[src/rtl/ssd1306_spi_rx_pkg.sv]
// Shared opcodes, FSM state and addressing-mode types for the SSD1306 SPI responder.
// SSD1306_RX_VADDR_EN adds the MODE state (memory addressing mode argument).
package ssd1306_pkg;

  localparam logic [7:0] CMD_SET_COL     = 8'h21;
  localparam logic [7:0] CMD_SET_PAGE    = 8'h22;
  localparam logic [7:0] CMD_DISP_OFF    = 8'hAE;
  localparam logic [7:0] CMD_DISP_ON     = 8'hAF;
  localparam logic [7:0] CMD_MEM_MODE    = 8'h20;

  localparam logic [7:0] CMD_CONTRAST    = 8'h81;
  localparam logic [7:0] CMD_CHARGE_PUMP = 8'h8D;
  localparam logic [7:0] CMD_MUX_RATIO   = 8'hA8;
  localparam logic [7:0] CMD_DISP_OFFSET = 8'hD3;
  localparam logic [7:0] CMD_CLK_DIV     = 8'hD5;
  localparam logic [7:0] CMD_PRECHARGE   = 8'hD9;
  localparam logic [7:0] CMD_COM_PINS    = 8'hDA;
  localparam logic [7:0] CMD_VCOMH       = 8'hDB;

  typedef enum logic [2:0] {
    ST_IDLE    = 3'd0,
    ST_COL_LO  = 3'd1,
    ST_COL_HI  = 3'd2,
    ST_PAGE_LO = 3'd3,
    ST_PAGE_HI = 3'd4,
`ifdef SSD1306_RX_VADDR_EN
    ST_SKIP1   = 3'd5,
    ST_MODE    = 3'd6
`else
    ST_SKIP1   = 3'd5
`endif
  } cmd_state_t;

  typedef enum logic {
    MODE_HORIZ = 1'b0,
    MODE_VERT  = 1'b1
  } addr_mode_t;

  // Opcodes whose single argument byte is swallowed without effect.
  function automatic logic is_one_arg(input logic [7:0] op);
    case (op)
      CMD_CONTRAST, CMD_CHARGE_PUMP, CMD_MUX_RATIO, CMD_DISP_OFFSET,
      CMD_CLK_DIV, CMD_PRECHARGE, CMD_COM_PINS, CMD_VCOMH: return 1'b1;
      default: return 1'b0;
    endcase
  endfunction

endpackage

[src/rtl/ssd1306_spi_rx_if.sv]
// Pin bundle of the SSD1306 4-wire SPI link (plus RES#) as seen on the PMOD header.
// The initiator drives every pin (master); the responder only observes (slave).
interface ssd1306_spi_rx_if;
  logic i_SPI_Clk;
  logic i_SPI_MOSI;
  logic i_SPI_CS_n;
  logic i_DC;
  logic i_RES_n;

  modport master (
    output i_SPI_Clk, i_SPI_MOSI, i_SPI_CS_n, i_DC, i_RES_n
  );

  modport slave (
    input i_SPI_Clk, i_SPI_MOSI, i_SPI_CS_n, i_DC, i_RES_n
  );
endinterface

[src/rtl/ssd1306_spi_rx_byte_rx.sv]
// Synchronizes the SPI pins, detects SCLK rising edges and assembles MSB-first bytes.
// rx_valid is a one-cycle strobe with no ready: the consumer must take rx_byte/rx_dc that cycle.
module spi_byte_rx (
  input  logic                  clk,
  input  logic                  rst_n,
  ssd1306_spi_rx_if.slave       spi,
  output logic [7:0]            rx_byte,
  output logic                  rx_dc,
  output logic                  rx_valid,
  output logic                  res_n_sync
);

  logic [1:0] sclk_s;
  logic [1:0] mosi_s;
  logic [1:0] cs_s;
  logic [1:0] dc_s;
  logic [1:0] res_s;

  always_ff @(posedge clk or negedge rst_n) begin
    if (!rst_n) begin
      sclk_s <= 2'b00;
      mosi_s <= 2'b00;
      cs_s   <= 2'b11;
      dc_s   <= 2'b00;
      res_s  <= 2'b00;
    end else begin
      sclk_s <= {sclk_s[0], spi.i_SPI_Clk};
      mosi_s <= {mosi_s[0], spi.i_SPI_MOSI};
      cs_s   <= {cs_s[0],   spi.i_SPI_CS_n};
      dc_s   <= {dc_s[0],   spi.i_DC};
      res_s  <= {res_s[0],  spi.i_RES_n};
    end
  end

  assign res_n_sync = res_s[1];

  logic       sclk_d;
  logic       rise_q;
  logic       mosi_q;
  logic       dc_q;
  logic [2:0] bit_cnt;
  logic [6:0] shift;

  always_ff @(posedge clk or negedge rst_n) begin
    if (!rst_n) begin
      sclk_d   <= 1'b0;
      rise_q   <= 1'b0;
      mosi_q   <= 1'b0;
      dc_q     <= 1'b0;
      bit_cnt  <= 3'd0;
      shift    <= 7'd0;
      rx_byte  <= 8'd0;
      rx_dc    <= 1'b0;
      rx_valid <= 1'b0;
    end else if (!res_s[1]) begin
      // Keep tracking SCLK so releasing RES# with SCLK high is not seen as an edge.
      sclk_d   <= sclk_s[1];
      rise_q   <= 1'b0;
      mosi_q   <= 1'b0;
      dc_q     <= 1'b0;
      bit_cnt  <= 3'd0;
      shift    <= 7'd0;
      rx_byte  <= 8'd0;
      rx_dc    <= 1'b0;
      rx_valid <= 1'b0;
    end else begin
      sclk_d   <= sclk_s[1];
      rise_q   <= sclk_s[1] & ~sclk_d & ~cs_s[1];
      mosi_q   <= mosi_s[1];
      dc_q     <= dc_s[1];
      rx_valid <= 1'b0;
      if (cs_s[1]) begin
        bit_cnt <= 3'd0;
      end else if (rise_q) begin
        shift   <= {shift[5:0], mosi_q};
        bit_cnt <= bit_cnt + 3'd1;
        if (bit_cnt == 3'd7) begin
          rx_byte  <= {shift, mosi_q};
          rx_dc    <= dc_q;
          rx_valid <= 1'b1;
        end
      end
    end
  end

endmodule

[src/rtl/ssd1306_spi_rx.sv]
// SSD1306 SPI responder: command FSM, column/page window and framebuffer write pointer.
// SSD1306_RX_VADDR_EN enables the 0x20 addressing-mode argument and vertical addressing.
module ssd1306_spi_rx
  import ssd1306_pkg::*;
#(
  parameter int COLS = 128,
  parameter int PAGES = 8,
  localparam int AW = $clog2(COLS * PAGES)
) (
  input  logic                i_Clk,
  input  logic                i_Rst_L,
  ssd1306_spi_rx_if.slave     spi,
  output logic                o_Wr_En,
  output logic [AW-1:0]       o_Wr_Addr,
  output logic [7:0]          o_Wr_Data,
  output logic                o_Cmd_Valid,
  output logic [7:0]          o_Cmd_Byte,
  output logic                o_Display_On,
  output logic                o_Frame_Done,
  output logic [2:0]          o_Fsm_State
);

  localparam int CW = (COLS  > 1) ? $clog2(COLS)  : 1;
  localparam int PW = (PAGES > 1) ? $clog2(PAGES) : 1;
  localparam logic [7:0]    COL_MAX8  = 8'(COLS - 1);
  localparam logic [7:0]    PAGE_MAX8 = 8'(PAGES - 1);
  localparam logic [CW-1:0] COL_MAX   = CW'(COLS - 1);
  localparam logic [PW-1:0] PAGE_MAX  = PW'(PAGES - 1);

  // Async assert, synchronous release.
  logic [1:0] rst_sync;
  logic       rst_n;

  always_ff @(posedge i_Clk or negedge i_Rst_L) begin
    if (!i_Rst_L) rst_sync <= 2'b00;
    else          rst_sync <= {rst_sync[0], 1'b1};
  end
  assign rst_n = rst_sync[1];

  logic [7:0] rx_byte;
  logic       rx_dc;
  logic       rx_valid;
  logic       res_n_sync;

  spi_byte_rx u_byte_rx (
    .clk        (i_Clk),
    .rst_n      (rst_n),
    .spi        (spi),
    .rx_byte    (rx_byte),
    .rx_dc      (rx_dc),
    .rx_valid   (rx_valid),
    .res_n_sync (res_n_sync)
  );

  function automatic logic [CW-1:0] clamp_col(input logic [7:0] v);
    if (v > COL_MAX8) return COL_MAX;
    else              return v[CW-1:0];
  endfunction

  function automatic logic [PW-1:0] clamp_page(input logic [7:0] v);
    if (v > PAGE_MAX8) return PAGE_MAX;
    else               return v[PW-1:0];
  endfunction

  cmd_state_t    state;
  addr_mode_t    mode;
  logic [CW-1:0] col, col_start, col_end, pend_col, arg_col;
  logic [PW-1:0] page, page_start, page_end, pend_page, arg_page;
  logic [CW-1:0] nxt_col;
  logic [PW-1:0] nxt_page;
  logic          wrap;

  assign arg_col  = clamp_col(rx_byte);
  assign arg_page = clamp_page(rx_byte);
  assign o_Fsm_State = state;

`ifdef SSD1306_RX_VADDR_EN
  addr_mode_t mode_q;
  assign mode = mode_q;
`else
  assign mode = MODE_HORIZ;
`endif

  // Pointer step after a write; wrap flags the end of the whole window.
  always_comb begin
    nxt_col  = col;
    nxt_page = page;
    wrap     = 1'b0;
    if (mode == MODE_VERT) begin
      if (page == page_end) begin
        nxt_page = page_start;
        if (col == col_end) begin
          nxt_col = col_start;
          wrap    = 1'b1;
        end else begin
          nxt_col = col + 1'b1;
        end
      end else begin
        nxt_page = page + 1'b1;
      end
    end else begin
      if (col == col_end) begin
        nxt_col = col_start;
        if (page == page_end) begin
          nxt_page = page_start;
          wrap     = 1'b1;
        end else begin
          nxt_page = page + 1'b1;
        end
      end else begin
        nxt_col = col + 1'b1;
      end
    end
  end

  always_ff @(posedge i_Clk or negedge rst_n) begin
    if (!rst_n) begin
      state        <= ST_IDLE;
      col          <= '0;
      col_start    <= '0;
      col_end      <= COL_MAX;
      pend_col     <= '0;
      page         <= '0;
      page_start   <= '0;
      page_end     <= PAGE_MAX;
      pend_page    <= '0;
      o_Wr_En      <= 1'b0;
      o_Wr_Addr    <= '0;
      o_Wr_Data    <= 8'd0;
      o_Cmd_Valid  <= 1'b0;
      o_Cmd_Byte   <= 8'd0;
      o_Display_On <= 1'b0;
      o_Frame_Done <= 1'b0;
`ifdef SSD1306_RX_VADDR_EN
      mode_q       <= MODE_HORIZ;
`endif
    end else if (!res_n_sync) begin
      state        <= ST_IDLE;
      col          <= '0;
      col_start    <= '0;
      col_end      <= COL_MAX;
      pend_col     <= '0;
      page         <= '0;
      page_start   <= '0;
      page_end     <= PAGE_MAX;
      pend_page    <= '0;
      o_Wr_En      <= 1'b0;
      o_Wr_Addr    <= '0;
      o_Wr_Data    <= 8'd0;
      o_Cmd_Valid  <= 1'b0;
      o_Cmd_Byte   <= 8'd0;
      o_Display_On <= 1'b0;
      o_Frame_Done <= 1'b0;
`ifdef SSD1306_RX_VADDR_EN
      mode_q       <= MODE_HORIZ;
`endif
    end else begin
      o_Wr_En      <= 1'b0;
      o_Cmd_Valid  <= 1'b0;
      o_Frame_Done <= 1'b0;
      if (rx_valid) begin
        if (rx_dc) begin
          // A data byte always writes, abandoning any half-received command.
          state        <= ST_IDLE;
          o_Wr_En      <= 1'b1;
          o_Wr_Addr    <= AW'(int'(page) * COLS + int'(col));
          o_Wr_Data    <= rx_byte;
          o_Frame_Done <= wrap;
          col          <= nxt_col;
          page         <= nxt_page;
        end else begin
          case (state)
            ST_IDLE: begin
              o_Cmd_Valid <= 1'b1;
              o_Cmd_Byte  <= rx_byte;
              if (rx_byte == CMD_SET_COL)        state <= ST_COL_LO;
              else if (rx_byte == CMD_SET_PAGE)  state <= ST_PAGE_LO;
`ifdef SSD1306_RX_VADDR_EN
              else if (rx_byte == CMD_MEM_MODE)  state <= ST_MODE;
`else
              else if (rx_byte == CMD_MEM_MODE)  state <= ST_SKIP1;
`endif
              else if (is_one_arg(rx_byte))      state <= ST_SKIP1;
              else if (rx_byte == CMD_DISP_ON)   o_Display_On <= 1'b1;
              else if (rx_byte == CMD_DISP_OFF)  o_Display_On <= 1'b0;
            end
            ST_COL_LO: begin
              pend_col <= arg_col;
              state    <= ST_COL_HI;
            end
            ST_COL_HI: begin
              col_start <= pend_col;
              col_end   <= (arg_col < pend_col) ? pend_col : arg_col;
              col       <= pend_col;
              state     <= ST_IDLE;
            end
            ST_PAGE_LO: begin
              pend_page <= arg_page;
              state     <= ST_PAGE_HI;
            end
            ST_PAGE_HI: begin
              page_start <= pend_page;
              page_end   <= (arg_page < pend_page) ? pend_page : arg_page;
              page       <= pend_page;
              state      <= ST_IDLE;
            end
`ifdef SSD1306_RX_VADDR_EN
            ST_MODE: begin
              mode_q <= (rx_byte[1:0] == 2'b01) ? MODE_VERT : MODE_HORIZ;
              state  <= ST_IDLE;
            end
`endif
            default: state <= ST_IDLE;
          endcase
        end
      end
    end
  end

endmodule

[src/flat_wrapper.sv]
// flat-port wrapper written by rule: the top's interface ports become plain ports
module ssd1306_spi_rx_flat import ssd1306_pkg::*;
#(
  parameter int COLS = 128,
  parameter int PAGES = 8,
  localparam int AW = $clog2(COLS * PAGES)
)
  (i_Clk, i_Rst_L, o_Wr_En, o_Wr_Addr, o_Wr_Data, o_Cmd_Valid, o_Cmd_Byte, o_Display_On, o_Frame_Done, o_Fsm_State, spi_i_SPI_Clk, spi_i_SPI_MOSI, spi_i_SPI_CS_n, spi_i_DC, spi_i_RES_n);
  ssd1306_spi_rx_if spi_i ();
  input  logic i_Clk;
  input  logic i_Rst_L;
  output logic o_Wr_En;
  output logic [AW-1:0] o_Wr_Addr;
  output logic [7:0] o_Wr_Data;
  output logic o_Cmd_Valid;
  output logic [7:0] o_Cmd_Byte;
  output logic o_Display_On;
  output logic o_Frame_Done;
  output logic [2:0] o_Fsm_State;
  input wire logic [$bits(spi_i.i_SPI_Clk)-1:0] spi_i_SPI_Clk;
  input wire logic [$bits(spi_i.i_SPI_MOSI)-1:0] spi_i_SPI_MOSI;
  input wire logic [$bits(spi_i.i_SPI_CS_n)-1:0] spi_i_SPI_CS_n;
  input wire logic [$bits(spi_i.i_DC)-1:0] spi_i_DC;
  input wire logic [$bits(spi_i.i_RES_n)-1:0] spi_i_RES_n;
  assign spi_i.i_SPI_Clk = spi_i_SPI_Clk;
  assign spi_i.i_SPI_MOSI = spi_i_SPI_MOSI;
  assign spi_i.i_SPI_CS_n = spi_i_SPI_CS_n;
  assign spi_i.i_DC = spi_i_DC;
  assign spi_i.i_RES_n = spi_i_RES_n;
  ssd1306_spi_rx #(.COLS(COLS), .PAGES(PAGES)) u_core (.i_Clk(i_Clk), .i_Rst_L(i_Rst_L), .spi(spi_i), .o_Wr_En(o_Wr_En), .o_Wr_Addr(o_Wr_Addr), .o_Wr_Data(o_Wr_Data), .o_Cmd_Valid(o_Cmd_Valid), .o_Cmd_Byte(o_Cmd_Byte), .o_Display_On(o_Display_On), .o_Frame_Done(o_Frame_Done), .o_Fsm_State(o_Fsm_State));
endmodule
[config.mk]
export PLATFORM = sky130hd
export DESIGN_NAME = ssd1306_spi_rx_flat
export DESIGN_NICKNAME = d
export VERILOG_FILES = /design/src/rtl/ssd1306_spi_rx_pkg.sv /design/src/rtl/ssd1306_spi_rx_if.sv /design/src/rtl/ssd1306_spi_rx_byte_rx.sv /design/src/rtl/ssd1306_spi_rx.sv /design/src/flat_wrapper.sv
export SDC_FILE = /design/constraint.sdc
export NUM_CORES = 1
export LEC_CHECK = 0
export ABC_AREA = 1
export CORE_UTILIZATION = 65
export CTS_BUF_LIST = sky130_fd_sc_hd__clkbuf_2 sky130_fd_sc_hd__clkbuf_4 sky130_fd_sc_hd__clkbuf_8
export DETAILED_ROUTE_END_ITERATION = 6
export GPL_TIMING_DRIVEN = 0
export PLACE_DENSITY = 0.95
export SLEW_MARGIN = 20
export SYNTH_ARGS = -nofsm -noshare
export SYNTH_HDL_FRONTEND = slang
export SYNTH_SLANG_ARGS = --single-unit
[constraint.sdc]
create_clock -name i_Clk -period 5.59 [get_ports i_Clk]
set_clock_uncertainty 0.05 [all_clocks]
set_input_delay 0.8385 -clock i_Clk [delete_from_list [all_inputs] [get_ports i_Clk]]
set_output_delay 0.8385 -clock i_Clk [all_outputs]
set_load 0.02 [all_outputs]
### Word level (Yosys, flattened, before mapping)

Cells that the tools add are included.

| word-level totals | value |
|---|---|
| register bits | 109 |
| bits of input ports | 7 |
| output and inout port bits | 33 |
| logic and storage cells | 204 |

| operators by class | value |
|---|---|
| add/sub/neg operators | 4 |
| order comparisons | 4 |
| equal/unequal tests | 41 |
| multiplexer cells | 106 |
| bitwise logic cells | 4 |
| reduce and logical (&&, ||, !) cells | 14 |

Operator list:

| cell | count |
|---|---|
| 2-to-1 mux 7 bit | 21 |
| 2-to-1 mux 8 bit | 11 |
| 2-to-1 mux 3 bit | 29 |
| equality test 8 bit (second input constant) | 10 |
| 2-to-1 mux 1 bit | 41 |
| 2-to-1 mux 10 bit | 3 |
| equality test 8 x 6 -> 1 bit (second input constant) | 3 |
| AND reduction 3 bit | 7 |
| != test 2 bit (second input constant) | 8 |
| != test 2 x 1 -> 1 bit (second input constant) | 7 |
| != test 3 x 2 -> 1 bit (second input constant) | 4 |
| adder 10 x 7 -> 10 bit | 1 |
| one-hot mux 3 bit (3 select lines) | 1 |
| greater-than comparator 8 x 3 -> 1 bit (second input constant) | 1 |
| greater-than comparator 8 x 7 -> 1 bit (second input constant) | 1 |
| AND reduction 2 bit | 4 |
| AND reduction 8 bit | 1 |
| OR reduction 8 bit | 1 |
| adder 7 x 1 -> 7 bit (second input constant) | 1 |
| equality test 7 bit | 1 |
| less-than comparator 7 bit | 1 |
| != test 7 x 3 -> 1 bit (second input constant) | 1 |
| adder 3 x 1 -> 3 bit (second input constant) | 2 |
| equality test 3 x 2 -> 1 bit (second input constant) | 2 |
| other kinds (8) | 11 |

### Logic depth before layout (Yosys ltp)

Gate-level depths: netlist of run 1.

| depth | value |
|---|---|
| depth after elaboration | 18 |
| depth in mapped cells | 15 |
| depth with buffers taken out | 15 |

### Cells and area by module

A second synthesis of run 1 with hierarchy kept.

| unflattened totals | value |
|---|---|
| cell total of the unflattened synthesis | 669 |
| area total of the unflattened synthesis | 5,449.0 um2 |

Modules (own cells, without submodules):

| module | times used | cells each | area each (um2) | sequential area each (um2) |
|---|---|---|---|---|
| ssd1306_spi_rx | 1 | 549 | 4,157.7 | 1,889.3 |
| spi_byte_rx | 1 | 120 | 1,291.2 | 853.3 |

### Least setup slack after synthesis of run 1

OpenSTA, ideal clock, no wires.

| timing path | value |
|---|---|
| kind | reg-to-reg |
| start | reg u_core.u_byte_rx.rx_byte[7] |
| end | reg u_core.page_end[0] |
| library setup time | 0.072 ns |
| arrival time | 1.803 ns |
| required time | 5.468 ns |
| slack | 3.665 ns |
| cell stages (with the launch flop) | 14 |
| path buffers | 0 |
| clock period less this slack | 1.925 ns |
| cell sequence | dfrtp_1 > nor2_1 > nand2_1 > nor2_1 > inv_1 > nor2_1 > inv_1 > ha_1 > a21oi_1 > nand2_1 > nand2_1 > nand3_1 > nand2_1 > inv_1 |

| between the ends | value |
|---|---|
| longest elaborated chain between the ends | 8 |

Ends and longest elaborated chain:

| what | line | RTL |
|---|---|---|
| from (decl) | ssd1306_spi_rx_byte_rx.sv:7 | `output logic [7:0] rx_byte,` |
| from (signal assigned) | ssd1306_spi_rx_byte_rx.sv:78 | `rx_byte <= {shift, mosi_q};` |
| greater-than comparator 8 x 3 -> 1 bit * | ssd1306_spi_rx.sv:61 | `if (v > PAGE_MAX8) return PAGE_MAX;` |
| 2-to-1 mux 3 bit * | ssd1306_spi_rx.sv:61 |  |
| less-than comparator 3 bit | ssd1306_spi_rx.sv:203 | `page_end <= (arg_page < pend_page) ? pend_page : arg_page;` |
| 2-to-1 mux 3 bit * | ssd1306_spi_rx.sv:203 |  |
| 2-to-1 mux 3 bit * | ssd1306_spi_rx.sv:172 | `case (state)` |
| 2-to-1 mux 3 bit * | ssd1306_spi_rx.sv:162 | `if (rx_dc) begin` |
| 2-to-1 mux 3 bit * | ssd1306_spi_rx.sv:161 | `if (rx_valid) begin` |
| 2-to-1 mux 3 bit * | ssd1306_spi_rx.sv:137 | `end else if (!res_n_sync) begin` |
| to (signal assigned) | ssd1306_spi_rx.sv:203 |  |
| to (decl) | ssd1306_spi_rx.sv:68 | `logic [PW-1:0] page, page_start, page_end, pend_page, arg_page;` |

Mark *: on every way between the ends. The rest lies on a longest branch, timed or not. The select of a mux whose other input is x is not followed.
A chain may end at the register's enable or synchronous reset.

### Worst setup path after layout of run 1

Same ends and word-level chain as after synthesis.

==> results of run 1 <==
-- kinds of logic after synthesis --
logic type               synth area share
AND/OR/NAND/NOR                     0.253
flip-flops                          0.512
AO/OA/AOI/OAI                       0.112
buffers and inverters              0.0778
adder cells (fa/ha/maj)            0.0304
XOR/XNOR                           0.0147
other                            0.000700
-- flip-flops by register name (all words and copies together), names as in the netlist, 7 cells and up --
| name | cells |
|---|---|
| u_core.pend_col | 7 |
| u_core.col_start | 7 |
| u_core.o_Wr_Data | 8 |
| u_core.u_byte_rx.shift | 7 |
| u_core.o_Cmd_Byte | 8 |
| u_core.col_end | 7 |
| u_core.u_byte_rx.rx_byte | 8 |
| u_core.col | 7 |
| u_core.o_Wr_Addr | 10 |
-- stage by stage --
stage                     std cells  setup WS, ps  power, uW
final                           825          3130       1500
after global placement          808          1320        996
after floorplan                 667          2300        958
after detailed placement        809          3210       1010
after global routing            825          2940       1550
after CTS                       825          3190       1500
-- cell type report --
| cell class | count | area, sq um |
|---|---|---|
| Buffer | 18 | 101 |
| Tap cell | 102 | 128 |
| Timing Repair Buffer | 40 | 418 |
| Multi-Input combinational cell | 456 | 2200 |
| Clock inverter | 6 | 70.1 |
| Fill cell | 514 | 1730 |
| Inverter | 84 | 315 |
| Sequential cell | 109 | 2750 |
| Clock buffer | 10 | 138 |
-- final timing paths --
path	start	end	slack (ps)	cells after the start
worst min-delay path	u_core.u_byte_rx.dc_s[0]	u_core.u_byte_rx.dc_s[1]	310	0
worst max register to register	u_core.u_byte_rx.rx_byte[7]	u_core.page_end[0]	3130	13
min in group asynchronous	u_core.rst_sync[1]	u_core.pend_col[4]	330	0
worst max-delay path	u_core.u_byte_rx.rx_byte[7]	u_core.page_end[0]	3130	13
worst min register to register	u_core.u_byte_rx.dc_s[0]	u_core.u_byte_rx.dc_s[1]	310	0
max in group asynchronous	u_core.rst_sync[1]	u_core.col_end[2]	4420	1
-- power groups by stage --
stage	clock network, uW	logic (uW)	registers, uW
after floorplan	0	96.7	862
after global placement	0	130	865
after detailed placement	0	146	860
after CTS	506	149	846
after global routing	530	167	850
final	504	150	845
-- layer usage --
layer,global-route usage,vias to the layer above
met5,0,-
met4,0.122,0
met3,0.0567,37
met2,0.555,217
met1,0.386,2263
li1,-,2233
-- cell usage in the layout, fill, tap and decap left out, drive strengths merged, types with 2 or more instances in the layout --
master         synthesis  routed
a211oi                 6       6
a21oi                 21      21
buf                   10      11
clkbuf                 8      18
clkdlybuf4s50          0      39
clkinv                 0       3
dfrtp                 97      97
dfstp                 12      12
ha                    13      13
inv                   84      86
nand2                213     213
nand3                 59      59
nand4                  2       2
nor2                  46      46
nor3                   2       2
o21ai                 63      63
o22ai                  4       4
o31ai                 10      10
or2                    3       3
xnor2                  5       5
xor2                   4       4
==> metrics.log, run 1 <==
INFO  metric post-dp-hpwl = 9160 um
INFO  metric ctsRootBufferMaster = sky130_fd_sc_hd__clkbuf_8
INFO  metric min-delay-path-class = flop to flop
INFO  metric remaining_drc_errors = 0
INFO  metric total_leakage_power = slightly above 0.003 uW
INFO  metric clkSlewWorstSetupHoldPaths = 100 ps
INFO  metric clock_tree_from_tritoncts = done
INFO  metric via_count_of_the_first_global_routing_pass = 4,576
INFO  metric synth_top_cell_area_share = 0.453
INFO  metric detailedRoute.firstIterationViolations = ~460
INFO  metric antennaDiodeCount = 0
INFO  metric io_pins = 40
INFO  metric slowest_stage = sky130_fd_sc_hd__dfrtp_1
INFO  metric dieArea = roughly 8600 sq um
INFO  metric synth.yosys.seq_area_share = 0.512
INFO  metric initial_core_util = 0.683
INFO  metric placed_cell_area = 5910 sq um
INFO  metric warnings_synthesis = 0
INFO  metric critical_path_required = 5870 ps
INFO  metric crit_path_max_incr_delay = around 430 ps
INFO  metric placement.io_buffers = 39
INFO  metric synth.ff_latch_count = 109
INFO  metric route.detailed.vias_per_inst = 5.76
INFO  metric timing.hold.ws = 310 ps
INFO  metric power.density = 245 nW/um^2
INFO  metric criticalPathCategory = flop to flop
INFO  metric worstSkewPairLatency = 380 ps
INFO  metric synthCells = 667
INFO  metric run_status = complete, no violations
INFO  metric highest-signal-layer = met4
INFO  metric sw_frac_of_total = 0.271
INFO  metric final_util = 0.779
INFO  metric synth.lib_cells_used.distinct = 32
INFO  metric setup_viol = 0
INFO  metric rsz0062_at_grt = no
INFO  metric met2_length = 6550 um
INFO  metric internal_power = 1090 uW
INFO  metric grtUsageTotal = 0.316
INFO  metric max_freq = roughly 0.4 GHz
INFO  metric synth_common_cells = sky130_fd_sc_hd__nand2_1 (206), sky130_fd_sc_hd__dfrtp_1 (97), sky130_fd_sc_hd__inv_1 (81)
INFO  metric worstMarginPinSlew = 692 ps
INFO  metric period_utilization_post_route = 0.440
INFO  metric number_of_enable_type_register_cells_in_the_synthesized_netlist = 0
INFO  metric cap_violations = 0
INFO  metric mappedNetlistArea = between 5000 and 6000 sq um
INFO  metric ctsHoldBuffers = 0
INFO  metric cpMostUsedCell = sky130_fd_sc_hd__nand2_1
INFO  metric place.gp.congestion = 0.972
INFO  metric coreArea = approximately 7800 sq um
INFO  metric grt_antenna_before_repair = 0
INFO  metric met3_length = 862 um
INFO  metric synth.avg_cell_area = 8.03 sq um
INFO  metric numCtsBuffers = 9
INFO  metric chipHeight = a little over 90 um
INFO  metric post_cts_resize_count = 0
INFO  metric layout.nets = 738
INFO  metric cts-root-to-sink-buffers = 2
INFO  metric yosys-top-cells-area = sky130_fd_sc_hd__dfrtp_1 (45%), sky130_fd_sc_hd__nand2_1 (14%), sky130_fd_sc_hd__dfstp_2 (5.9%), sky130_fd_sc_hd__o21ai_0 (5.9%), sky130_fd_sc_hd__inv_1 (5.7%)
INFO  metric final_layout_size_suffix_gt1_frac = 0.0761
INFO  metric crit_fanout = 5
INFO  metric drt_pre_antenna_iters = 5
INFO  metric critical_path.n_buffers_inverters = 3
INFO  metric number_of_max_slew_violations_in_the_final_report = 0
INFO  metric chipWidth = between 90 and 100 um
INFO  metric timing.setup.tns = 0 ps
INFO  metric postRouteAntennaNets = 0
INFO  metric route.vias.total = 4,750
INFO  metric power.clock.fraction = 0.336
INFO  metric global_route_wire_length_before_repair = 21,100 um
INFO  metric vdd.ir_drop.worst = 0.199 mV
INFO  metric async_flop_share = 1.00
INFO  metric crit_arrival = 2740 ps
INFO  metric grt_start_max_net_pins = between 50 and 60
INFO  metric numClockSinks = 109
INFO  metric cp_cell_sequence = nor2_1 -> nand2_1 -> nor2_1 -> inv_1 -> nor2_1 -> inv_1 -> ha_1 -> a21oi_1 -> nand2_1 -> nand2_1 -> nand3_1 -> nand2_1 -> inv_1
INFO  metric htree_num_levels = 3
INFO  metric critPathLaunchType = flop
INFO  metric slew_headroom = 0.539
INFO  metric wirelength_met1 = between 4000 and 5000 um
INFO  metric postSynthNetCount = 687
INFO  metric global_route.overflow_total = 0
INFO  metric netlist.top_cell.by_area = sky130_fd_sc_hd__dfrtp_1
INFO  metric most_repeated_cell_in_the_gate_level_netlist_after_synthesis = sky130_fd_sc_hd__nand2_1
INFO  metric power.net_switching = 406 uW
INFO  metric synth_top_flop_cell = sky130_fd_sc_hd__dfrtp_1
INFO  metric hold_viol = 0
INFO  metric final_period_minus_worst_setup_slack = 2460 ps
INFO  metric routed_wl = 12,600 um
INFO  metric final_area = 6110 sq um
INFO  metric seq_power_share = 0.564
INFO  metric critical_path_s_top_delay_family = simple AND/OR/NAND/NOR gates
INFO  metric placement_rows = 32
INFO  metric cts_post_setup_buffers_inserted = 0
INFO  metric wl_per_cell = about 15 um
INFO  metric setup.worst_path.end_class = flop
INFO  metric syn2layout_area_growth = 14.1%
INFO  metric p_comb_frac = 0.100
Note: power is estimated with default switching activity, not from simulation.
==> run 2, diff against run 1 <==
--- a/config.mk
+++ b/config.mk
@@ -6,11 +6,11 @@
 export NUM_CORES = 1
 export LEC_CHECK = 0
 export ABC_AREA = 1
-export CORE_UTILIZATION = 65
+export CORE_UTILIZATION = 61
 export CTS_BUF_LIST = sky130_fd_sc_hd__clkbuf_2 sky130_fd_sc_hd__clkbuf_4 sky130_fd_sc_hd__clkbuf_8
 export DETAILED_ROUTE_END_ITERATION = 6
 export GPL_TIMING_DRIVEN = 0
-export PLACE_DENSITY = 0.95
+export PLACE_DENSITY = 0.93
 export SLEW_MARGIN = 20
 export SYNTH_ARGS = -nofsm -noshare
 export SYNTH_HDL_FRONTEND = slang
==> constraint.sdc (replaced) <==
create_clock -name i_Clk -period 2.5 [get_ports i_Clk]
set_clock_uncertainty 0.05 [all_clocks]
set_input_delay 0.375 -clock i_Clk [delete_from_list [all_inputs] [get_ports i_Clk]]
set_output_delay 0.375 -clock i_Clk [all_outputs]
set_load 0.02 [all_outputs]
==> run 2 against run 1 <==
- power up 120%
- routed wire length down 1.3%
- critical endpoint is now u_core.col_end[0]
- global-route usage down 2.4 points
- hold slack worse by 200 ps
- final area up 0.16%
==> metrics.log, run 2 (synthesis gave the netlist of run 1 again) <==
INFO  metric fin_total_pwr = 3250 uW
INFO  metric largest_register_ff_count = 10
INFO  metric numCtsBuffers = 9
INFO  metric worstMarginPinSlew = around 600 ps
INFO  metric drt_pre_antenna_iters = 6
INFO  metric ctsHoldBuffers = 0
INFO  metric total_leakage_power = 0.00308 uW
INFO  metric max_freq = 0.441 GHz
INFO  metric period_utilization_post_route = 0.908
INFO  metric cap_violations = 0
INFO  metric reg2reg_setup_slack = 230 ps
INFO  metric coreArea = 8340 sq um
INFO  metric final_layout_size_suffix_gt1_frac = 0.0815
INFO  metric placement.io_buffers = 39
INFO  metric crit_arrival = 2530 ps
INFO  metric timing.rr.start = u_core.u_byte_rx.rx_byte[7]
INFO  metric min-delay-path-class = primary input to asynchronous set/reset pin
INFO  metric rsz0062_at_grt = no
INFO  metric post-dp-hpwl = 8960 um
INFO  metric number_of_max_slew_violations_in_the_final_report = 0
INFO  metric power.density = around 530 nW/um^2
INFO  metric io_pins = 40
INFO  metric syn2layout_area_growth = 14.3%
INFO  metric worstRegToRegCells = 11
INFO  metric regMostFlops = u_core.o_Wr_Addr
INFO  metric final_util = 0.734
INFO  metric timing.setup.tns = 0 ps
INFO  metric layout.cells.most_common = sky130_fd_sc_hd__nand2_1
INFO  metric detailedRoute.firstIterationViolations = 305
INFO  metric final_period_minus_worst_setup_slack = 2270 ps
INFO  metric ctsRootBufferMaster = sky130_fd_sc_hd__clkbuf_8
INFO  metric dieArea = about 9200 sq um
INFO  metric numClockSinks = 109
INFO  metric regToRegEndpoint = u_core.col_end[0]
INFO  metric clkSlewWorstSetupHoldPaths = 100 ps
INFO  metric routed_wl = 12,500 um
INFO  metric grt_antenna_before_repair = 0
INFO  metric global_route.overflow_total = 0
INFO  metric crit_fanout = 8
INFO  metric postRouteAntennaNets = 0
INFO  metric run_status = complete, no violations
INFO  metric setup.worst_path.end_class = flop
INFO  metric setup_viol = 0
INFO  metric critical_path_required = 2760 ps
INFO  metric layout.nets = 739
INFO  metric antennaDiodeCount = 0
INFO  metric initial_core_util = 0.642
INFO  metric route.vias.total = 4,663
INFO  metric grt_start_max_net_pins = 48
INFO  metric route.detailed.vias_per_inst = 5.62
INFO  metric most-common-layout-cells = sky130_fd_sc_hd__nand2_1 (206), sky130_fd_sc_hd__dfrtp_1 (96), sky130_fd_sc_hd__inv_1 (81)
INFO  metric vdd.ir_drop.worst = 0.290 mV
INFO  metric slew_headroom = 0.602
INFO  metric grtUsageTotal = 0.292
INFO  metric place.gp.congestion = 0.928
INFO  metric wl_per_cell = ~15 um
INFO  metric htree_num_levels = 3
INFO  metric cts-root-to-sink-buffers = 2
INFO  metric chipWidth = between 90 and 100 um
INFO  metric fill_cell_count = about 630
INFO  metric remaining_drc_errors = 0
INFO  metric via_count_of_the_first_global_routing_pass = 4,437
INFO  metric chipHeight = around 96 um
INFO  metric global_route_wire_length_before_repair = about 20,000 um
INFO  metric hold_viol = 0
INFO  metric criticalPathCategory = flop to flop
INFO  metric placement_rows = 33
INFO  metric critPathLaunchType = flop
INFO  metric clock_tree_from_tritoncts = done
INFO  metric worstSkewPairLatency = ~370 ps
-- run 2: cell count changes in the layout (fill, tap and decap cells not counted), sizes merged --
cell / change
clkinvlp: +2
clkinv: -2
inv: -2
clkbuf: +3
buf: +1
bufinv: -1
-- run 2: worst max-delay path: stages (launching register included) --
cell and delay [ps]:
sky130_fd_sc_hd__dfrtp_1 440, sky130_fd_sc_hd__inv_1 240, sky130_fd_sc_hd__nand2_1 170, sky130_fd_sc_hd__ha_1 350
sky130_fd_sc_hd__a21oi_1 190, sky130_fd_sc_hd__nand2_1 70, sky130_fd_sc_hd__nand2_1 190, sky130_fd_sc_hd__nand2_1 200
sky130_fd_sc_hd__nand2_1 110, sky130_fd_sc_hd__nand3_1 90, sky130_fd_sc_hd__nand2_1 80, sky130_fd_sc_hd__inv_1 40
-- run 2: timing repair --
action,4_1_cts,5_1_grt
endpoints found under the setup margin,0,2
buffers inserted,0,0
hold endpoints to repair,0,0
resized for setup,0,3
-- run 2: power breakdown --
| group | internal (uW) | leakage (uW) | switching, uW |
|---|---|---|---|
| clock network | 455 | 0.0000951 | 572 |
| logic | 113 | 0.00153 | 231 |
| registers | 1830 | 0.00145 | 44.3 |
| total | 2400 | 0.00308 | 847 |
-- run 2: area by class of cell --
class,count,area [sq um],area share
sequential,109,2750,0.449
multi-input combinational,456,2210,0.360
timing repair buffer,41,430,0.0703
inverter,84,315,0.0515
clock buffer,13,173,0.0282
tap,105,131,0.0215
buffer,18,101,0.0166
clock inverter,3,20.0,0.00327
-- run 2: worst max-delay path by stage --
stage	end	cells past startpoint	start	slack (ps)
floorplan	u_core.page_end[0]	13	u_core.u_byte_rx.rx_byte[7]	570
CTS	u_core.page_end[0]	13	u_core.u_byte_rx.rx_byte[7]	110
finish	u_core.col_end[0]	11	u_core.u_byte_rx.rx_byte[7]	230
detailed placement	u_core.page_end[0]	13	u_core.u_byte_rx.rx_byte[7]	170
global route	u_core.page_end[0]	15	u_core.u_byte_rx.rx_byte[4]	40
global placement	u_core.pend_page[2]	0	u_core.rst_sync[1]	70
-- run 2: layer usage --
metal | vias up | global-route usage | share of wire
met3 | 35 | 0.0434 | 0.066
met5 | - | 0 | 0
met4 | 0 | 0.138 | 0.031
met1 | 2217 | 0.372 | 0.40
met2 | 181 | 0.491 | 0.50
li1 | 2230 | - | -
-- run 2: through the flow --
| step | std cells | area (sq um) | worst slack [ps] | hold WS [ps] |
|---|---|---|---|---|
| 5_1_grt | 829 | 6120 | 39.3 | 85.5 |
| 6_report | 829 | 6120 | 231 | 106 |
| 4_1_cts | 829 | 6110 | 111 | 90.3 |
| 2_1_floorplan | 667 | 5360 | 575 | 29.4 |
| 3_5_place_dp | 813 | 5920 | 172 | 175 |
| 3_3_place_gp | 811 | 5880 | 69.5 | 282 |
==> run 3, diff against run 2 <==
--- a/config.mk
+++ b/config.mk
@@ -6,11 +6,11 @@
 export NUM_CORES = 1
 export LEC_CHECK = 0
 export ABC_AREA = 1
-export CORE_UTILIZATION = 61
+export CORE_UTILIZATION = 55
 export CTS_BUF_LIST = sky130_fd_sc_hd__clkbuf_2 sky130_fd_sc_hd__clkbuf_4 sky130_fd_sc_hd__clkbuf_8
 export DETAILED_ROUTE_END_ITERATION = 6
 export GPL_TIMING_DRIVEN = 0
-export PLACE_DENSITY = 0.93
+export PLACE_DENSITY = 0.86
 export SLEW_MARGIN = 20
 export SYNTH_ARGS = -nofsm -noshare
 export SYNTH_HDL_FRONTEND = slang
==> run 3 against run 2 <==
- die area is 11% higher
- clock power is 9% higher
- first-iteration DRC count is 30% lower
- global-route usage is 2.7 points lower
- routed wire length is 3.2% lower
- register-to-register slack hardly changed
- final area is 0.47% higher
- cell count is 2.8% higher
- sequential power hardly changed
- largest power group unchanged
- highest routed layer unchanged
==> metrics.log, run 3 (synthesis gave the netlist of run 1 again) <==
INFO  metric run_status = complete, no violations
INFO  metric post-dp-hpwl = slightly below 9000 um
INFO  metric critical_path.n_buffers_inverters = 4
INFO  metric regToRegEndpoint = u_core.page_end[0]
INFO  metric vdd.ir_drop.worst = 0.310 mV
INFO  metric critPathLaunchType = flop
INFO  metric remaining_drc_errors = 0
INFO  metric max_freq = approximately 0.44 GHz
INFO  metric via_count_of_the_first_global_routing_pass = 4,445
INFO  metric clkSlewWorstSetupHoldPaths = about 100 ps
INFO  metric power.clock.fraction = 0.335
INFO  metric drt_pre_antenna_iters = 5
INFO  metric total_leakage_power = 0.00307 uW
INFO  metric worstSkewPairLatency = 370 ps
INFO  metric internal_power = between 2000 and 2500 uW
INFO  metric timing.rr.start = u_core.u_byte_rx.rx_byte[4]
INFO  metric chipWidth = 101 um
INFO  metric sw_frac_of_total = 0.269
INFO  metric layout.nets = 738
INFO  metric cp_cell_sequence = inv_1 -> nand2_1 -> nor2_2 -> inv_1 -> nor2_2 -> inv_1 -> ha_1 -> a21oi_1 -> nand2_1 -> nand2_1 -> nand3_1 -> nand2_1 -> inv_1
INFO  metric route.vias.total = between 4,000 and 5,000
INFO  metric global_route.overflow_total = 0
INFO  metric power.density = 542 nW/um^2
INFO  metric final_period_minus_worst_setup_slack = approximately 2300 ps
INFO  metric slew_headroom = 0.542
INFO  metric largest_register_ff_count = 10
INFO  metric reg2reg_setup_slack = 240 ps
INFO  metric critical_path_s_top_delay_family = simple AND/OR/NAND/NOR gates
INFO  metric coreArea = 9330 sq um
INFO  metric worstRegToRegCells = 13
INFO  metric crit_path_max_incr_delay = 390 ps
INFO  metric place.gp.congestion = 0.946
INFO  metric worstMarginPinSlew = 688 ps
INFO  metric power.net_switching = around 900 uW
INFO  metric grt_antenna_before_repair = 0
INFO  metric hold_viol = 0
INFO  metric cts_post_setup_buffers_inserted = 0
INFO  metric chipHeight = 101 um
INFO  metric htree_num_levels = 3
INFO  metric fill_cell_count = 791
INFO  metric antennaDiodeCount = 0
INFO  metric slowest_stage = sky130_fd_sc_hd__dfrtp_1
INFO  metric grtUsageTotal = 0.265
INFO  metric placement_rows = 35
INFO  metric ctsRootBufferMaster = sky130_fd_sc_hd__clkbuf_8
INFO  metric syn2layout_area_growth = 14.9%
INFO  metric period_utilization_post_route = 0.905
INFO  metric post-place-cells = ~840
INFO  metric dieArea = 10,100 sq um
INFO  metric detailedRoute.firstIterationViolations = 213
INFO  metric crit_arrival = 2540 ps
INFO  metric fin_total_pwr = 3340 uW
INFO  metric most-common-layout-cells = sky130_fd_sc_hd__nand2_1 (206), sky130_fd_sc_hd__dfrtp_1 (96), sky130_fd_sc_hd__inv_1 (81)
INFO  metric rsz0062_at_grt = no
INFO  metric cap_violations = 0
INFO  metric numClockSinks = around 110
INFO  metric crit_fanout = 6
INFO  metric min-delay-path-class = primary input to asynchronous set/reset pin
INFO  metric seq_power_share = 0.566
INFO  metric regMostFlops = u_core.o_Wr_Addr
INFO  metric p_comb_frac = 0.099
INFO  metric criticalPathCategory = flop to flop
INFO  metric number_of_max_slew_violations_in_the_final_report = 0
INFO  metric wl_per_cell = 14.2 um
INFO  metric final_layout_size_suffix_gt1_frac = 0.0788
INFO  metric critical_path_required = ~2800 ps
INFO  metric layout.cells.most_common = sky130_fd_sc_hd__nand2_1
INFO  metric postRouteAntennaNets = 0
INFO  metric grt_start_max_net_pins = 58
INFO  metric global_route_wire_length_before_repair = 20,800 um
INFO  metric fin_cells = 852
INFO  metric cts-root-to-sink-buffers = 2
INFO  metric setup.worst_path.end_class = flop
INFO  metric ctsHoldBuffers = 0
INFO  metric routed_wl = ~12,000 um
INFO  metric timing.hold.ws = 105 ps
INFO  metric initial_core_util = 0.574
INFO  metric route.detailed.vias_per_inst = 5.36
INFO  metric setup_viol = 0
INFO  metric placement.io_buffers = 39
INFO  metric clock_tree_from_tritoncts = done
INFO  metric numCtsBuffers = 9
INFO  metric io_pins = 40
INFO  metric timing.setup.tns = 0 ps
-- run 3: cell count changes in the layout (fill, tap and decap cells not counted), sizes merged --
cell	previous run	this run
buf	12	11
clkbuf	21	18
bufinv	0	1
clkinvlp	2	3
inv	84	85
-- run 3: how the worst max path moves through the flow --
stage	start	to	slack, ps	cells past startpoint
4_1_cts	u_core.u_byte_rx.rx_byte[4]	u_core.page_end[0]	160	13
3_5_place_dp	u_core.u_byte_rx.rx_byte[4]	u_core.page_end[0]	170	13
2_1_floorplan	u_core.u_byte_rx.rx_byte[7]	u_core.page_end[0]	570	13
6_report	u_core.u_byte_rx.rx_byte[4]	u_core.page_end[0]	240	13
5_1_grt	u_core.u_byte_rx.rx_byte[7]	u_core.col_end[2]	40	10
3_3_place_gp	u_core.rst_sync[1]	u_core.pend_page[2]	60	0
-- run 3: what timing repair did --
| action | CTS | global route |
|---|---|---|
| endpoints found under the setup margin | 0 | 2 |
| gates resized for setup | 0 | 2 |
| endpoints found under the hold margin | 0 | 0 |
-- run 3: per-stage QoR --
| step | worst slack, ps | utilization | area (sq um) |
|---|---|---|---|
| global placement | 61.9 | 0.634 | 5910 |
| CTS | 157 | 0.659 | 6150 |
| floorplan | 575 | - | 5360 |
| global route | 40.9 | 0.660 | 6150 |
| finish | 237 | 0.660 | 6150 |
| detailed placement | 166 | 0.637 | 5940 |
-- run 3: power by group through the flow --
stage / Sequential, uW / Combinational, uW / Clock [uW]
6_report: 1890 / 331 / 1120
5_1_grt: 1900 / 378 / 1190
4_1_cts: 1890 / 331 / 1130
3_5_place_dp: 1920 / 329 / 0
3_3_place_gp: 1940 / 296 / 0
2_1_floorplan: 1930 / 216 / 0
-- run 3: layer usage --
metal  vias up  track usage  wire (um)
met5         -            0          0
met1      2144        0.348       5240
li1       2233            -          -
met3        28       0.0402        679
met2       159        0.436       5810
met4         0        0.119        349
-- run 3: layout make-up --
| cell class | count | area [sq um] | area share |
|---|---|---|---|
| multi-input combinational | 456 | 2200 | 0.358 |
| buffer | 18 | 101 | 0.0165 |
| sequential | 109 | 2750 | 0.446 |
| clock inverter | 6 | 70.1 | 0.0114 |
| tap | 129 | 161 | 0.0262 |
| timing repair buffer | 40 | 418 | 0.0679 |
| inverter | 84 | 315 | 0.0513 |
| clock buffer | 10 | 138 | 0.0224 |
-- run 3: worst reg2reg max path: stages, from the launching register on --
cell and delay, ps:
sky130_fd_sc_hd__dfrtp_1 390, sky130_fd_sc_hd__inv_1 210, sky130_fd_sc_hd__nand2_1 130, sky130_fd_sc_hd__nor2_2 180, sky130_fd_sc_hd__inv_1 80, sky130_fd_sc_hd__nor2_2 160
sky130_fd_sc_hd__inv_1 70, sky130_fd_sc_hd__ha_1 300, sky130_fd_sc_hd__a21oi_1 280, sky130_fd_sc_hd__nand2_1 100, sky130_fd_sc_hd__nand2_1 80, sky130_fd_sc_hd__nand3_1 70
sky130_fd_sc_hd__nand2_1 70, sky130_fd_sc_hd__inv_1 40
==> patch (flow settings as in run 3) <==
`PAGES` is set to 8 in 2 places; all go to 16.
--- a/src/rtl/ssd1306_spi_rx.sv
+++ b/src/rtl/ssd1306_spi_rx.sv
@@ -4,7 +4,7 @@
   import ssd1306_pkg::*;
 #(
   parameter int COLS = 128,
-  parameter int PAGES = 8,
+  parameter int PAGES = 16,
   localparam int AW = $clog2(COLS * PAGES)
 ) (
   input  logic                i_Clk,
--- a/src/flat_wrapper.sv
+++ b/src/flat_wrapper.sv
@@ -2,7 +2,7 @@
 module ssd1306_spi_rx_flat import ssd1306_pkg::*;
 #(
   parameter int COLS = 128,
-  parameter int PAGES = 8,
+  parameter int PAGES = 16,
   localparam int AW = $clog2(COLS * PAGES)
 )
   (i_Clk, i_Rst_L, o_Wr_En, o_Wr_Addr, o_Wr_Data, o_Cmd_Valid, o_Cmd_Byte, o_Display_On, o_Frame_Done, o_Fsm_State, spi_i_SPI_Clk, spi_i_SPI_MOSI, spi_i_SPI_CS_n, spi_i_DC, spi_i_RES_n);
Interface: changed (resized o_Wr_Addr); port bits go from 40 to 41. No check against the original RTL was run, so the function may have changed too.
==> patch against run 3 <==
- area after synthesis increased by 2.9%
- synthesized cell count decreased by 0.60%
- sequential cell count increased by 5
- global-route usage increased by 1.4 points
- utilization increased by 1.5 points
- count of clock-buffer cells in the layout increased by 14
- setup slack got worse by 74 ps
- total power increased by 28%
- first-iteration DRC count increased by 53%
- combinational power increased by 9.1%
- routed wire length increased by 8.2%
- design area increased by 6.7%
- via count increased by 4.9%
- largest power group unchanged
==> patch: results (changes against run 3) <==
** Worst setup path
- Number of cell instances on the worst register-to-register path :: 11 (-2)
- Peak fanout along the critical path :: 7 (+1)
- R2r startpoint :: u_core.u_byte_rx.rx_byte[7]
- The flop-to-flop setup slack came to 160 ps (-70 ps).
- Largest stage delay on the critical path :: 420 ps (+30 ps)

** Route
- The DRC marker count from the first detailed-route iteration is 326 (+53%).
- The total wire length is 13,100 um (+8.2%).
- The first-pass detailed-route iteration total was 7 (+2).

** GRT
- The total track usage is 27.9% (+1.4 points).
- The global-route wire length before repair was 21,900 um (+5.3%).
- Via count of the first global-routing pass :: 4,684 (+5.4%)

** Cells and area
- Count of inverters not on the clock network in the layout :: 73 (-13%)
- Compared with the post-synthesis result, the final layout area differs by 19.0%.
- The clock network area share is 6.81% (+3.4 points).
- Number of flip-flops under the largest register name :: 11 (+1)
- The number of clock buffers in the layout came to 24 (+14).

** Placed design
- The cell count after placement is 837 (+0.12%).
- GPL Wtd Cong :: 0.962 (+1.7%)

** Clocking
- The clock transition at the register clock pins on the worst setup and hold paths after CTS came to 70 ps (-30 ps).
- Clock latency on the worst-skew pair :: 440 ps (+70 ps)

** Pwr
- Highest ir drop seen on vdd :: 0.434 mV (+40%)
- The internal power contribution is 3.21 mW (+31%).
- Leak :: 3.16 nW (+2.9%)
- Power dissipated in the clock network :: 1.90 mW (+70%)

** Synth
- Net count after synthesis :: 683 (-0.58%)
- Proportion of synthesized chip area in sequential cells :: 52.0% (+0.83 points)
- After synthesis, the cell types taking the most area are sky130_fd_sc_hd__dfrtp_1, sky130_fd_sc_hd__nand2_1, sky130_fd_sc_hd__dfstp_2.
- The adder-cell share of the synthesized area came to 2.95% (-0.087 points).
- Mapped Avg Cell Area :: 8.32 um2 (+3.6%)
- Number of library cell types mapped by synthesis :: 36 (+13%)

** Status
- The flow ran to the end, and the final reports show no timing, DRC or antenna violations.
[patch: cell count changes after synthesis, moves of 4 or more]
cell                       before  now
sky130_fd_sc_hd__o21ai_0       63   27
sky130_fd_sc_hd__o21ai_1        0   48
sky130_fd_sc_hd__xor2_1         4   11
sky130_fd_sc_hd__inv_1         81   56
sky130_fd_sc_hd__a211oi_1       6    2
sky130_fd_sc_hd__or2_0          0    8
sky130_fd_sc_hd__nor2_1        45   30
sky130_fd_sc_hd__nand2_1      206  187
sky130_fd_sc_hd__dfrtp_1       97  101
sky130_fd_sc_hd__inv_2          3   17
sky130_fd_sc_hd__nand4_1        2    6
sky130_fd_sc_hd__nand3_1       59   66
[patch: metal layers]
metal  global-route usage [%]  wire (um)  up-vias
met5                        0          0        -
met4                     12.6        389        0
met3                     6.57        834       42
met2                     46.6       6420      190
met1                     34.7       5420     2272
li1                         -          -     2283
